<file path="src/rtl/serial_arith_pkg.sv">
// Shared definitions for the bit-serial arithmetic blocks.
package serial_arith_pkg;

    typedef enum logic [1:0] {
        ST_IDLE = 2'b00,
        ST_RUN  = 2'b01,
        ST_DONE = 2'b10
    } state_t;

    // Bit-counter width for a WIDTH-bit operand; never narrower than one bit.
    function automatic int cnt_width(input int w);
        return (w < 2) ? 1 : $clog2(w);
    endfunction

endpackage

</file>
<file path="src/rtl/full_add_cell.sv">
// Combinational full-add cell built from two half adders.
module full_add_cell (
    input  logic a,
    input  logic b,
    input  logic cin,
    output logic s,
    output logic cout
);

    logic s0, c0, c1;

    half_adder u_ha0 (.x(a),  .y(b),   .s(s0), .c(c0));
    half_adder u_ha1 (.x(s0), .y(cin), .s(s),  .c(c1));

    // The two half-adder carries can never both be set, so OR is exact.
    assign cout = c0 | c1;

endmodule

</file>
<file path="src/rtl/half_adder.sv">
// One-bit half adder: the existing datapath primitive.
module half_adder (
    input  logic x,
    input  logic y,
    output logic s,
    output logic c
);

    assign s = x ^ y;
    assign c = x & y;

endmodule

</file>
<file path="src/rtl/serial_add_ctrl.sv">
// Bit-serial adder: one bit per clock through a single full-add cell.
module serial_add_ctrl
    import serial_arith_pkg::*;
#(
    parameter int WIDTH = 8
) (
    input  logic             clk,
    input  logic             rst_n,
    input  logic             start,
    input  logic [WIDTH-1:0] a,
    input  logic [WIDTH-1:0] b,
    output logic             busy,
    output logic             done,
    output logic [WIDTH-1:0] sum,
    output logic             cout
);

    localparam int CNT_W = cnt_width(WIDTH);

    state_t             state, state_nxt;
    logic [WIDTH-1:0]   a_sh, b_sh, acc;
    logic               carry;
    logic [CNT_W-1:0]   cnt;
    logic               cell_s, cell_c;
    logic               last_bit;

    full_add_cell u_fa (
        .a   (a_sh[0]),
        .b   (b_sh[0]),
        .cin (carry),
        .s   (cell_s),
        .cout(cell_c)
    );

    assign last_bit = (cnt == CNT_W'(WIDTH - 1));

    // State register.
    always_ff @(posedge clk or negedge rst_n) begin
        if (!rst_n) state <= ST_IDLE;
        else        state <= state_nxt;
    end

    // Next-state logic; start is only looked at in IDLE.
    always_comb begin
        state_nxt = state;
        case (state)
            ST_IDLE: if (start)    state_nxt = ST_RUN;
            ST_RUN:  if (last_bit) state_nxt = ST_DONE;
            ST_DONE:               state_nxt = ST_IDLE;
            default:               state_nxt = ST_IDLE;
        endcase
    end

    // Operand capture, serial shifting and result capture.
    always_ff @(posedge clk or negedge rst_n) begin
        if (!rst_n) begin
            a_sh  <= '0;
            b_sh  <= '0;
            acc   <= '0;
            carry <= 1'b0;
            cnt   <= '0;
            sum   <= '0;
            cout  <= 1'b0;
        end else begin
            case (state)
                ST_IDLE: begin
                    if (start) begin
                        a_sh  <= a;
                        b_sh  <= b;
                        acc   <= '0;
                        carry <= 1'b0;
                        cnt   <= '0;
                    end
                end
                ST_RUN: begin
                    a_sh  <= a_sh >> 1;
                    b_sh  <= b_sh >> 1;
                    acc   <= {cell_s, acc[WIDTH-1:1]};
                    carry <= cell_c;
                    // Wrap on the final bit is harmless: the FSM leaves RUN.
                    cnt   <= cnt + 1'b1;
                    if (last_bit) begin
                        sum  <= {cell_s, acc[WIDTH-1:1]};
                        cout <= cell_c;
                    end
                end
                default: ;
            endcase
        end
    end

    assign busy = (state == ST_RUN);
    assign done = (state == ST_DONE);

endmodule
</file>
<file path="config.mk">
export PLATFORM = sky130hd
export DESIGN_NAME = serial_add_ctrl
export DESIGN_NICKNAME = d
export VERILOG_FILES = /design/src/rtl/serial_arith_pkg.sv /design/src/rtl/full_add_cell.sv /design/src/rtl/half_adder.sv /design/src/rtl/serial_add_ctrl.sv
export SDC_FILE = /design/constraint.sdc
export NUM_CORES = 1
export LEC_CHECK = 0
export CELL_PAD_IN_SITES_DETAIL_PLACEMENT = 0
export CELL_PAD_IN_SITES_GLOBAL_PLACEMENT = 2
export CORE_ASPECT_RATIO = 0.8
export CORE_MARGIN = 5
export CORE_UTILIZATION = 36
export CTS_CLUSTER_DIAMETER = 100
export CTS_CLUSTER_SIZE = 10
export DETAILED_ROUTE_END_ITERATION = 7
export PLACE_DENSITY = 0.75
export SKIP_CTS_REPAIR_TIMING = 1
export SYNTH_ARGS = -nofsm -noshare
export SYNTH_HDL_FRONTEND = slang
export SYNTH_SLANG_ARGS = --single-unit
export TNS_END_PERCENT = 10
</file>
<file path="constraint.sdc">
create_clock -name clk -period 1.7 [get_ports clk]
set_input_delay 0.34 -clock clk [delete_from_list [all_inputs] [get_ports clk]]
set_output_delay 0.34 -clock clk [all_outputs]
set_load 0.02 [all_outputs]
</file>
After elaboration in Yosys (flattened, before gate mapping)
Index checks and enable logic that the tools add are counted.
Widths: inputs -> output; s select.
{"block": "op_classes", "eq_ne": 5, "n_addsub": 1, "n_reduce_logical": 5, "n_bitwise": 5, "mux": 13}
{"cell": "$pmux 8 s2", "n": 3}
{"cell": "$mux 8", "n": 3}
{"cell": "$pmux 3 s2", "n": 1}
{"cell": "$reduce_and 2->1", "n": 3}
{"cell": "$mux 2", "n": 2}
{"cell": "$pmux 2 s2", "n": 1}
{"cell": "$add 3x1->3 const B", "n": 1}
{"cell": "$eq 3x3->1 const B", "n": 1}
{"cell": "$mux 3", "n": 1}
{"cell": "$and 1x1->1", "n": 2}
{"cell": "$eq 2x1->1 const B", "n": 1}
{"cell": "$eq 2x2->1 const B", "n": 1}
{"cell": "$logic_not 2->1", "n": 1}
{"cell": "$ne 2x1->1 const B", "n": 1}
{"cell": "$ne 2x2->1 const B", "n": 1}
{"cell": "$pmux 1 s2", "n": 1}
{"cell": "$reduce_bool 2->1", "n": 1}
{"cell": "$xor 1x1->1", "n": 2}
{"cell": "$mux 1", "n": 1}
{"cell": "$or 1x1->1", "n": 1}
{"block": "word_totals", "elab_cells": 37, "register_bits": 39}

Logic depth before layout (Yosys ltp)
Gate-level depths: netlist (run 1).
{"block": "logic_depth", "word_depth": 4, "mapped_depth": 5, "ltp_nobuf": 4}

Cells and area by module
Synthesis (run 1) repeated with hierarchy kept, for this count alone.
{"block": "hier_totals", "cells_unflattened": 135, "hier_area_um2": 1657.8}
{"mod": "serial_add_ctrl", "instances": 1, "cells_per_inst": 132, "seq_area_each_um2": 950.9, "area_each_um2": 1626.6}
{"mod": "half_adder", "instances": 2, "cells_per_inst": 1, "seq_area_each_um2": 0.0, "area_each_um2": 12.5}
{"mod": "full_add_cell", "instances": 1, "cells_per_inst": 1, "seq_area_each_um2": 0.0, "area_each_um2": 6.3}

Least setup slack after synthesis (run 1)
Ideal clock, no wire load.
{"block": "synth_timing", "path_kind": "reg-to-reg", "start": "reg cnt[0]", "end": "reg cout", "setup_time_ns": 0.125, "required_ns": 1.575, "path_slack_ns": 0.293, "path_buffers": 1, "t_arrival_ns": 1.282, "path_stages_with_launch": 6, "synth_period_minus_slack_ns": 1.407, "cell_sequence": "dfrtp_1 -> ha_1 -> ha_1 -> nand3b_2 -> buf_6 -> mux2_4"}
{"block": "synth_between", "elab_chain_len": 2}
{"element": "start: declaration", "line_no": "serial_add_ctrl.sv:23", "rtl": "logic [CNT_W-1:0] cnt;"}
{"element": "start signal: assignment", "line_no": "serial_add_ctrl.sv:81", "rtl": "cnt <= cnt + 1'b1;"}
{"element": "$eq 3x3->1", "line_no": "serial_add_ctrl.sv:35", "rtl": "assign last_bit = (cnt == CNT_W'(WIDTH - 1));"}
{"element": "$reduce_and 2->1 (no line)"}
{"element": "end signal: assignment", "line_no": "serial_add_ctrl.sv:84", "rtl": "cout <= cell_c;"}
{"element": "end: declaration", "line_no": "serial_add_ctrl.sv:15", "rtl": "output logic cout"}
Every way passes these cells.
A chain may end at the register's enable or synchronous reset.

Worst setup path after layout (run 1)
{"block": "layout_timing", "start": "reg cout", "end": "out cout"}
No word-level cell between the ends.

==> out/qor.txt, run 1 <==
==================================================================================
Violations in the final reports                                        hold timing
Routed WL                                                                  3.78 mm
Placed cells                                                                   225
Global placement routability congestion                                      0.714
Maximum root-to-sink buffer count                                                2
Later-pin clock latency in the skew report                                 0.29 ns
Count of cells along the worst register-to-register path                         4
Maximum number of pins on one net before global-route repair                    32
Maximum level of the CTS H-tree                                                  2
Cell Area, Synth                                                       0.00188 mm2
Standard-cell rows                                                              23
Total power density per cell area                                      1730 mW/mm2
Maximum resistive drop on vdd                                           0.000658 V
Synthesized area divided by synthesized cell count                        13.7 um2
Initial standard-cell utilization of the core                                37.4%
Cell-by-cell trace of the critical path                               clkdlybuf4s50_1
CP Max Fanout                                                                    2
Synth warn                                                                       0
Most common cell after layout, fill and taps aside                         dfrtp_1
Flops & latches, synth                                                          38
Status                                                                finished with violations
Critical path endpoint                                                        cout
Hold/Removal Path Class                                                   in2async
Overflow left after global routing                                               0
Floorplan die width                                                        90.9 um
Die Footprint                                                          0.00679 mm2
Leakage power total                                                     0.00104 uW
Post-Route Utilization                                                       46.2%
Initial antenna violation count                                                  0
Critical register-to-register path startpoint                               cnt[0]
Min Clock Period, post-route                                               1.61 ns
Hold violation total from the final report                                       9
Fin cells                                                                      233
Crit Reg-Reg Endpoint                                                       sum[4]
Area post-placement                                                    0.00222 mm2
Buffer and inverter count on the worst path                                      1
Remaining antenna violation count after routing                                  0
Synthesized Nets                                                               159
Boundary pin count                                                              30
Number of detailed-routing iterations run before antenna repair                  4
Area grow syn2layout                                                         23.5%
Slew at the pin closest to its max-slew limit                             0.466 ns
Max-slew violation count                                                         0
Type of the worst setup path                                               reg2out
Endpoints failing setup                                                          0
Total Routing Usage GR                                                       12.0%
Overall via count from detail_route                                           1204
Number of input and output port buffers inserted                                29
HPWL reported at the end of detailed placement                             2.54 mm
Period utilisation layout                                                    94.7%
Count of mapped cells out of synthesis                                         137
Clock root cell                                                           clkbuf_8
Nature of the critical path endpoint                                    output pin
Final nets                                                                     192
Number of design rule violations left after detail routing                       0
CTS tree                                                                     built
Worst setup skew after layout                                            0.0103 ns
Height of the die                                                          74.7 um
Max-cap check violation count                                                    0
Setup repair after global routing missed its margin                             no
Core Region                                                            0.00504 mm2
Number of buffers added by the clock tree synthesis step                         5
Max stage delay cell, worst path                                      clkdlybuf4s50_1
Top cell family by delay on the critical path                         buffers and inverters
Critical Path Source                                                          cout
Slowest cell delay on critical path                                        0.62 ns
Worst reg2reg setup slack                                                  0.22 ns
Clock transition at the registers of the reported paths                    0.07 ns
Commonest cells after routing, fill and taps aside                    dfrtp_1 (38), clkdlybuf4s50_1 (26), inv_1 (16)
Via count of the first global-routing pass                                    1295
Routed wire length per instance                                            16.2 um
Number of inserted diodes                                                        0
Crit start category                                                      flip-flop
Count of distinct cell types in the synthesized netlist                         28
Max-Slew Margin vs Limit                                                     68.9%
Seq/Total Area, Yosys                                                        50.5%
Wire length of the first global-routing pass                               6.38 mm
DR vias/cell                                                                  5.17
Final instance area                                                    0.00232 mm2
Critical path depth                                                              1
Worst Hold Margin                                                      -0.00224 ns
Required arrival time at the worst endpoint                                1.36 ns
CP arrival                                                                 1.27 ns
Highest Clock Rate                                                       0.621 GHz
Share of final-layout standard cells stronger than drive strength 1          26.3%
Clock tree sinks                                                                38
Violation count after the first detailed-route iteration                        36
==================================================================================
## cell families after synthesis
logic type	count (synthesis)	synth area share [%]
flops	38	50.5
simple gates	31	16.2
mux	10	7.77
buf+inv	27	8.44
compound gates	28	14.7
fa+ha+maj	3	2.39
## worst min path at each step
stage               endpoint  slack [ns]  cells past startpoint
detailed placement   b_sh[4]        0.32                      1
CTS                   sum[6]       0.003                      1
floorplan            a_sh[0]        0.04                      0
global route          sum[6]        0.02                      1
finish               b_sh[4]      -0.002                      1
global placement     b_sh[4]        0.32                      1
## synth_stat cells
cell	instances	area [um2]
and2b_4	1	10.0
inv_1	16	60.1
nand2_1	1	3.75
nand3b_2	1	11.3
a22o_1	10	87.6
o311ai_0	1	8.76
fa_1	1	20.0
dfrtp_1	38	951
nor3b_2	2	25.0
buf_6	5	56.3
buf_2	4	20.0
mux2_2	1	11.3
nand4bb_1	1	11.3
nor4b_2	6	90.1
a21oi_1	1	5.00
buf_4	1	7.51
buf_8	1	15.0
nor2b_1	1	6.26
mux2_4	9	135
nor3b_1	9	67.6
nor4bb_1	1	10.0
a221oi_1	3	26.3
a211oi_1	3	22.5
ha_1	2	25.0
o21bai_4	1	18.8
a211oi_2	8	100
a21o_1	1	7.51
nor4b_1	8	70.1
## cell type report
class	count	area, um2
tap	62	77.6
sequential	38	951
fill	448	2710
timing repair buffer	37	363
clock buffer	7	86.3
inverter	16	60.1
clock inverter	1	5.00
multi-input combinational	72	782
## metal layers
layer	wire [um]	track usage, %
met4	64	4.89
met1	1790	15.5
met3	131	3.50
met5	0	0
met2	1790	19.2
## metrics by stage
stage / setup TNS, ns / power, uW / worst slack [ns]
after floorplan: 0 / 2900 / 0.293
after global placement: 0 / 3350 / 0.0994
after detailed placement: 0 / 3410 / 0.0350
after CTS: -0.361 / 4080 / -0.204
after global routing: 0 / 4300 / 0.0341
final: 0 / 4020 / 0.0909
## where the power goes
group	total (uW)	switching (uW)	internal [uW]
Combinational	1810	841	965
Clock	640	313	327
Sequential	1570	254	1320
Total	4020	1410	2610
## registers in the layout, indices dropped and copies added, names as in the netlist
register / flops
cnt: 3
b_sh: 8
a_sh: 8
acc: 7
cout: 1
state: 2
carry: 1
sum: 8
No activity file was read; power rests on OpenSTA's default activity.
==> inputs of run 2 (changes only) <==
CORE_MARGIN = 2   (was 5)
==> run 2 against run 1 <==
Net effect:
- the run now ends clean
- critical path depth is the same
- combinational power about the same
- first-iteration DRC count up 92%
- sequential share of layout area is 0.39 points lower
- via count down 1.3%
- final cell count rose by 0.43%
- critical path type unchanged
- critical endpoint is now sum[3]
==> out/qor.txt, run 2 (synthesis gave the netlist of run 1 again) <==
==================================================================================
Period utilisation layout                                                    94.3%   -0.35 points
Endpoints failing setup                                                          0   unchanged
Routed WL                                                                  3.65 mm   -3.5%
Clock transition at the registers of the reported paths                    0.07 ns   about the same
Share of final-layout standard cells stronger than drive strength 1          26.2%   -0.15 points
Met2 wire length                                                           1.61 mm   -10%
Number of buffers added by the clock tree synthesis step                         5   unchanged
Total power density per cell area                                      1720 mW/mm2   -0.31%
Area grow syn2layout                                                         24.7%
Max-cap check violation count                                                    0   unchanged
Type of the worst setup path                                               reg2out
Slowest cell delay on critical path                                        0.61 ns   about the same
Initial standard-cell utilization of the core                                37.4%   unchanged
Commonest cells after routing, fill and taps aside                    dfrtp_1 (38), clkdlybuf4s50_1 (26), inv_1 (16)
Total Routing Usage GR                                                       13.8%   +1.8 points
Most common cell after layout, fill and taps aside                         dfrtp_1
Number of input and output port buffers inserted                                29   unchanged
Number of design rule violations left after detail routing                       0   unchanged
Cell-by-cell trace of the critical path                               clkdlybuf4s50_1
Overflow left after global routing                                               0   unchanged
Boundary pin count                                                              30   unchanged
Clock tree sinks                                                                38   unchanged
Violation count after the first detailed-route iteration                        69   +92%
Area post-placement                                                    0.00223 mm2   +0.56%
CTS tree                                                                     built
Status                                                                finished clean
Maximum level of the CTS H-tree                                                  2   unchanged
Setup repair after global routing missed its margin                             no
Top cell family by delay on the critical path                         buffers and inverters
Hold violation total from the final report                                       0   -9
Required arrival time at the worst endpoint                                1.36 ns   about the same
Height of the die                                                          68.7 um   -8.0%
Met3 wire length                                                            150 um   +15%
Post-Route Utilization                                                       46.6%   +0.45 points
Buffer and inverter count on the worst path                                      1   unchanged
Maximum root-to-sink buffer count                                                2   unchanged
Maximum number of pins on one net before global-route repair                    30   -6.3%
Highest Clock Rate                                                       0.624 GHz   +0.37%
Maximum resistive drop on vdd                                           0.000613 V   -6.9%
Placed cells                                                                   225   unchanged
Max-Slew Margin vs Limit                                                     71.1%   +2.2 points
Filler Cell Count                                                              435   -2.9%
Remaining antenna violation count after routing                                  0   unchanged
Detailed-routing wirelength on met1                                        1.86 mm   +3.7%
Final nets                                                                     193   +0.52%
Min Clock Period, post-route                                               1.60 ns   -0.00597 ns
Hold/Removal Path Class                                                    reg2reg
Leakage power total                                                     0.00105 uW   +0.89%
Via count of the first global-routing pass                                    1219   -5.9%
Fin cells                                                                      234   +0.43%
HPWL reported at the end of detailed placement                             2.58 mm   +1.4%
Max-slew violation count                                                         0   unchanged
CP Max Fanout                                                                    2   unchanged
Number of detailed-routing iterations run before antenna repair                  4   unchanged
Max stage delay cell, worst path                                      clkdlybuf4s50_1
Standard-cell rows                                                              23   unchanged
Highest metal layer with signal wires                                         met4
Wire length of the first global-routing pass                               6.03 mm   -5.5%
Nature of the critical path endpoint                                    output pin
Die Footprint                                                          0.00583 mm2   -14%
Floorplan die width                                                        84.9 um   -6.6%
Routed wire length per instance                                            15.6 um   -3.9%
Slew at the pin closest to its max-slew limit                             0.434 ns   -0.0323 ns
Crit start category                                                      flip-flop
Initial antenna violation count                                                  0   unchanged
Overall via count from detail_route                                           1188   -1.3%
Number of inserted diodes                                                        0   unchanged
Core Region                                                            0.00504 mm2   unchanged
Worst setup skew after layout                                           0.00600 ns   -0.00430 ns
Largest registers ranked by flip-flop count                           a_sh: 8 flops, b_sh: 8 flops, sum: 8 flops
Final instance area                                                    0.00235 mm2   +0.97%
Later-pin clock latency in the skew report                                 0.29 ns   about the same
CP arrival                                                                 1.26 ns   about the same
Global placement routability congestion                                      0.717   +0.36%
DR vias/cell                                                                  5.08   -1.8%
Clock root cell                                                           clkbuf_8
==================================================================================
run 2: changes by cell type in the layout (fill, tap and decap cells not counted), sizes merged:
| cell | change |
|---|---|
| dlygate4sd3 | +1 |
run 2: area by class of cell:
class | count | area (um2) | share of cell area, %
multi-input cells | 72 | 782 | 33.3
well taps | 62 | 77.6 | 3.30
clock buffers | 7 | 86.3 | 3.68
repair buffers | 38 | 385 | 16.4
clock inverters | 1 | 5.00 | 0.213
flip-flops and latches | 38 | 951 | 40.5
inverters | 16 | 60.1 | 2.56
run 2: metal layers:
layer  vias up  global-route usage, %
met1       591                   18.7
met2        25                   20.7
met5         -                      0
met3         4                   4.88
li1        568                      -
met4         0                   4.76
run 2: path summary, 6_finish.rpt:
check	slack [ns]	cells past startpoint	start	end
max	0.1	1	sum[3]	sum[3]
min	0.49	1	b_sh[7]	b_sh[7]
max reg2reg	0.18	4	state[0]	b_sh[2]
min reg2reg	0.49	1	b_sh[7]	b_sh[7]
max in group asynchronous	0.72	3	rst_n	acc[6]
min in group asynchronous	0.52	2	rst_n	a_sh[3]
run 2: through the flow:
stage	setup slack (ns)	hold WS, ns	setup TNS [ns]	power [uW]
final	0.0968	0.486	0	4050
after global routing	0.0414	0.507	0	4340
after CTS	-0.220	-0.0126	-0.350	4100
after detailed placement	-0.00949	0.309	-0.00949	3440
after floorplan	0.293	0.0444	0	2900
after global placement	0.0550	0.307	0	3380
run 2: power breakdown:
part / switching, uW / internal (uW)
Combinational: 849 / 982
Sequential: 256 / 1320
Clock: 313 / 327
Total: 1420 / 2630
